File: config.mk
export PLATFORM = sky130hd
export DESIGN_NAME = mul8u_err_monitor
export DESIGN_NICKNAME = d
export VERILOG_FILES = /design/src/rtl/mul8_err_pkg.sv /design/src/rtl/mul8u_err_calc.sv /design/src/rtl/mul8u_err_monitor.sv
export SDC_FILE = /design/constraint.sdc
export NUM_CORES = 1
export LEC_CHECK = 0
export CAP_MARGIN = 20
export CORE_UTILIZATION = 45
export DETAILED_ROUTE_END_ITERATION = 7
export DONT_BUFFER_PORTS = 1
export PLACE_DENSITY = 0.62
export SLEW_MARGIN = 20
export SYNTH_ARGS = -nofsm -noshare
export SYNTH_HDL_FRONTEND = slang
export SYNTH_SLANG_ARGS = --single-unit
export TNS_END_PERCENT = 5
File: constraint.sdc
create_clock -name clk -period 7.6 [get_ports clk]
set_input_delay 2.28 -clock clk [delete_from_list [all_inputs] [get_ports clk]]
set_output_delay 2.28 -clock clk [all_outputs]
set_load 0.01 [all_outputs]
File: src/rtl/mul8_err_pkg.sv
// mul8_err_pkg: shared state encoding, product type and saturating accumulate helper
package mul8_err_pkg;
  typedef enum logic [1:0] {IDLE, RUN, DRAIN, DONE} state_t;
  typedef logic [15:0] prod_t;
  localparam int ACC_MAX_W = 64;
  // Bit ACC_MAX_W of the result flags that the w-bit sum clamped at all-ones
  function automatic logic [ACC_MAX_W:0] sat_add(
    input logic [ACC_MAX_W-1:0] acc,
    input logic [ACC_MAX_W-1:0] inc,
    input int unsigned w
  );
    logic [ACC_MAX_W:0] s;
    logic [ACC_MAX_W:0] lim;
    s = {1'b0, acc} + {1'b0, inc};
    lim = ((ACC_MAX_W+1)'(1) << w) - (ACC_MAX_W+1)'(1);
    return (s > lim) ? {1'b1, lim[ACC_MAX_W-1:0]} : {1'b0, s[ACC_MAX_W-1:0]};
  endfunction
endpackage

File: src/rtl/mul8u_err_calc.sv
// mul8u_err_calc: two-stage exact product, absolute error and squared error pipeline
module mul8u_err_calc
  import mul8_err_pkg::*;
(
  input  logic        clk,
  input  logic        rst_n,
  input  logic        valid,
  input  logic [7:0]  a,
  input  logic [7:0]  b,
  input  prod_t       o,
  output logic        v1,
  output logic        v2,
  output prod_t       err,
  output logic [31:0] sq,
  output logic [7:0]  a_q,
  output logic [7:0]  b_q
);
  prod_t exact, o1, diff;
  logic [7:0] a1, b1;
  assign diff = exact >= o1 ? exact - o1 : o1 - exact;
  always_ff @(posedge clk) begin
    if (!rst_n) begin
      v1 <= 1'b0;
      v2 <= 1'b0;
    end else begin
      v1 <= valid;
      v2 <= v1;
    end
    if (valid) begin
      exact <= 16'(a) * 16'(b);
      o1 <= o;
      a1 <= a;
      b1 <= b;
    end
    if (v1) begin
      err <= diff;
      sq <= 32'(diff) * 32'(diff);
      a_q <= a1;
      b_q <= b1;
    end
  end
endmodule

File: src/rtl/mul8u_err_monitor.sv
// mul8u_err_monitor: run control, beat handshake and error statistics accumulation
module mul8u_err_monitor
  import mul8_err_pkg::*;
#(
  parameter int CNT_W = 32,
  parameter int SUM_W = 48,
  parameter int SQ_W  = 64
) (
  input  logic             clk,
  input  logic             rst_n,
  input  logic             start,
  input  logic [CNT_W-1:0] n_samples,
  input  logic             in_valid,
  output logic             in_ready,
  input  logic [7:0]       in_a,
  input  logic [7:0]       in_b,
  input  logic [15:0]      in_o,
  output logic             busy,
  output logic             res_valid,
  input  logic             res_ready,
  output logic [CNT_W-1:0] res_count,
  output logic [CNT_W-1:0] res_err_cnt,
  output logic [SUM_W-1:0] res_sum_err,
  output logic [SQ_W-1:0]  res_sum_sq,
  output logic [15:0]      res_max_err,
  output logic [7:0]       res_max_a,
  output logic [7:0]       res_max_b,
  output logic             res_overflow
);
  state_t state;
  logic [CNT_W-1:0] target, accepted;
  logic accept, go, v1, v2;
  prod_t err;
  logic [31:0] sq;
  logic [7:0] ea, eb;
  logic [ACC_MAX_W:0] sum_nx, sq_nx;
  assign accept = in_valid & in_ready;
  assign go = state == IDLE && start;
  assign sum_nx = sat_add(ACC_MAX_W'(res_sum_err), ACC_MAX_W'(err), SUM_W);
  assign sq_nx = sat_add(ACC_MAX_W'(res_sum_sq), ACC_MAX_W'(sq), SQ_W);
  mul8u_err_calc calc (
    .clk(clk), .rst_n(rst_n), .valid(accept), .a(in_a), .b(in_b), .o(in_o),
    .v1(v1), .v2(v2), .err(err), .sq(sq), .a_q(ea), .b_q(eb)
  );
  always_ff @(posedge clk) begin
    if (!rst_n) begin
      state <= IDLE;
      in_ready <= 1'b0;
      busy <= 1'b0;
      res_valid <= 1'b0;
      target <= '0;
      accepted <= '0;
    end else begin
      case (state)
        IDLE: if (start) begin
          target <= n_samples;
          accepted <= '0;
          busy <= 1'b1;
          in_ready <= n_samples != '0;
          res_valid <= n_samples == '0;
          state <= n_samples == '0 ? DONE : RUN;
        end
        RUN: if (accept) begin
          accepted <= accepted + CNT_W'(1);
          if (accepted == target - CNT_W'(1)) begin
            in_ready <= 1'b0;
            state <= DRAIN;
          end
        end
        // Nothing enters stage 1 here, so once it empties the final beat accumulates on this edge
        DRAIN: if (!v1) begin
          res_valid <= 1'b1;
          state <= DONE;
        end
        DONE: if (res_ready) begin
          res_valid <= 1'b0;
          busy <= 1'b0;
          state <= IDLE;
        end
        default: state <= IDLE;
      endcase
    end
  end
  always_ff @(posedge clk) begin
    if (!rst_n || go) begin
      res_count <= '0;
      res_err_cnt <= '0;
      res_sum_err <= '0;
      res_sum_sq <= '0;
      res_max_err <= '0;
      res_max_a <= '0;
      res_max_b <= '0;
      res_overflow <= 1'b0;
    end else if (v2) begin
      res_count <= res_count + CNT_W'(1);
      res_err_cnt <= res_err_cnt + CNT_W'(err != '0);
      res_sum_err <= sum_nx[SUM_W-1:0];
      res_sum_sq <= sq_nx[SQ_W-1:0];
      res_overflow <= res_overflow | sum_nx[ACC_MAX_W] | sq_nx[ACC_MAX_W];
      if (err > res_max_err) begin
        res_max_err <= err;
        res_max_a <= ea;
        res_max_b <= eb;
      end
    end
  end
endmodule

==> run_results.csv <==
group,metric,value,unit
timing,finalCriticalPeriod,8.209,ns
route,drt_iter0_drc,1577,
global_routing,antenna_found_initial,3,
timing,tightest_slew,1.131,ns
critical_path,worstPathArrival,8.51,ns
timing,max-slew-margin-rel,23.99,%
critical_path,worst_path_largest_cell_delay,0.54,ns
route,drt_pass1_iterations,7,
critical_path,cp_common_cell,"fa_1",
synthesis,synth_edf_count,110,
route,ant_nets,0,
route,drt-total-wl,80370,um
placed_design,dpl_cell_area,32890,um^2
cts,cts_max_level,2,
critical_path,crit_buf_inv,9,
timing,grt_setup_unrepaired,"true",
timing,skew,0.04785,ns
floorplanning,die_h,261,um
global_routing,grt_max_degree,89,
critical_path,cpLargestDelayFamily,"adder cells",
timing,setup-violations-final,17,
floorplanning,coreArea,66100,um^2
cells_and_area,area_growth,17.49,%
critical_path,path_class,"reg -> reg",
global_routing,grt_pass1_wl,128900,um
placed_design,place.gp.congestion,0.9254,
floorplanning,die-area,68120,um^2
route,vias,24650,
cts,clockRootBuffer,"clkbuf_16",
cts,clock_sinks,390,
synthesis,synth_cells,3394,
synthesis,syn-num-nets,3903,
placed_design,place_hpwl,61590,um
critical_path,worstPathRequired,7.90,ns
cells_and_area,fin_area,35470,um^2
global_routing,grt_overflow,0,
critical_path,slowest_stage,"fa_1",
synthesis,yosysWarningCount,0,
floorplanning,start_util,45.67,%
critical_path,crit_path_start_kind,"flop",
cts,clk_pin_slew_worst_paths,0.06,ns
synthesis,syn-cell-area,30190,um^2
global_routing,grt_pass1_vias,24270,
timing,fmax,121.8,MHz
synthesis,synthArstFlopShare,0,%
route,routedWlPerCell,17.74,um
cts,cts_buffers,47,
run,drv_cap,0,
status,violations,"design-rule violations, negative setup slack",
synthesis,synth-seq-area-share,29.51,%
min_path,hold_path_class,"reg -> reg",
cts,cts.path.max_buffers,3,
timing,postLayoutSetupSlackWorst,-0.6093,ns
route,drc,29,
cts,cts_tree,"built",
cells_and_area,layout_commonest_cell,"nand2_1",
floorplanning,ios,281,
placed_design,port_buffers,0,
status,outcome,"finished, violations left",
cells_and_area,drive_gt1_share,15.31,%
cells_and_area,final_nets,4135,
timing,finalHoldViolations,0,
critical_path,cp-end-kind,"flop",
floorplanning,die_x,261,um
cts,worstSkewPairLatency,0.60,ns
synthesis,synthDistinctLibCells,100,
synthesis,yosys-top-cells-area,"dfxtp_1 (19%), fa_1 (13%), edfxtp_1 (11%), ha_1 (9.8%), nand2_1 (4.8%)",
timing,fin_crit_sh,108.0,%
route,vias_per_cell,5.443,
synthesis,ys.flop_type,"dfxtp_1",
critical_path,crit_fanout,5,
synthesis,synth_top_area_share,18.57,%
synthesis,yosysTopAreaCell,"dfxtp_1",
synthesis,avgSynthCellArea,8.894,um^2
placed_design,pre_cts_slack,-0.7314,ns
cells_and_area,layout_common_cells,"nand2_1 (374), inv_1 (358), buf_4 (285)",
synthesis,ys_seq_elements,390,
cells_and_area,fin_util,53.66,%
floorplanning,rows,94,
global_routing,track_usage,23.57,%
timing,drv_slew,0,
-- final cells by class --
| type | instances | area (um^2) |
|---|---|---|
| clock buffer | 71 | 1441 |
| multi-input combinational | 2501 | 19970 |
| clock inverter | 16 | 146.4 |
| fill | 6160 | 30630 |
| sequential | 390 | 8914 |
| antenna | 1 | 2.502 |
| inverter | 379 | 1434 |
| timing repair buffer | 307 | 2477 |
| tap | 864 | 1081 |
-- worst paths after layout --
check,endpoint,startpoint,depth (start not counted),slack [ns]
worst max-delay path,calc.sq[30]$_DFFE_PP_,calc.exact[0]$_DFFE_PP_,33,-0.61
worst min-delay path,calc.a_q[1]$_DFFE_PP_,calc.a1[1]$_DFFE_PP_,0,0.42
worst max register to register,calc.sq[30]$_DFFE_PP_,calc.exact[0]$_DFFE_PP_,33,-0.61
worst min register to register,calc.a_q[1]$_DFFE_PP_,calc.a1[1]$_DFFE_PP_,0,0.42
-- stage by stage --
stage | instances | TNS (ns) | hold WS, ns
2_1_floorplan | 3394 | -2.098 | 0.4003
3_3_place_gp | 4389 | -5.306 | 0.4034
5_1_grt | 4529 | -11.77 | 0.4270
3_5_place_dp | 4389 | -7.173 | 0.4052
4_1_cts | 4509 | -5.224 | 0.4193
6_report | 4529 | -6.025 | 0.4153
-- cell families after synthesis --
kind of cell,synth area share (%)
AO/OA/AOI/OAI,13.65
XOR/XNOR,6.404
adder cells (fa/ha/maj),23.29
buffers and inverters,6.561
flip-flops,29.51
multiplexers,2.242
AND/OR/NAND/NOR,18.35
-- per-layer routing --
| metal | global-route usage (%) | part of all wire (%) |
|---|---|---|
| met1 | 29.76 | 43 |
| met2 | 39.96 | 47 |
| met3 | 6.030 | 7.6 |
| met4 | 6.153 | 2.2 |
| met5 | 0 | 0.024 |
-- sequential cells by signal, indices dropped and copies added, names as in the netlist, 2 cells and up --
name,flops
accepted,32
calc.a1,8
calc.a_q,8
calc.b1,8
calc.b_q,8
calc.err,15
calc.exact,16
calc.o1,16
calc.sq,31
res_count,32
res_err_cnt,32
res_max_a,8
res_max_b,8
res_max_err,16
res_sum_err,48
res_sum_sq,64
state,2
target,32
-- worst register-to-register path: cells and delay by family, from the launching register on --
family / cells / cell delay (ns)
compound gates: 6 / 1.03
xor+xnor: 1 / 0.24
fa+ha+maj: 9 / 3.86
buf+inv: 9 / 0.94
flops: 1 / 0.42
simple gates: 8 / 1.48
-- synth_stat cells, drive strengths merged (11+ instances only) --
cell and n:
o21bai 14, nand3 83, o31ai 11, xnor2 102, a311oi 15, and2 57
inv 378, a21o 54, a21oi 165, clkbuf 88, a31oi 57, a21boi 40
nor2 278, nand4 57, edfxtp 110, nand2 390, nand2b 19, a211oi 21
nor2b 19, nor4 42, fa 203, nor3 65, o21a 20, o21ai 155
xor2 111, buf 36, and3 48, o211ai 17, ha 237, or3 26
and4 16, dfxtp 280, mux2i 59
-- timing repair --
item	4_1_cts	5_1_grt
cloned	2	0
pin swaps	52	71
hold buffers	0	0
setup buffers	31	19
endpoints found under the setup margin	17	21
resized for setup	58	64
Power is left out: the tool's default activity adds up to more than one toggle a clock period on the data nets, which glitch-free logic cannot reach.
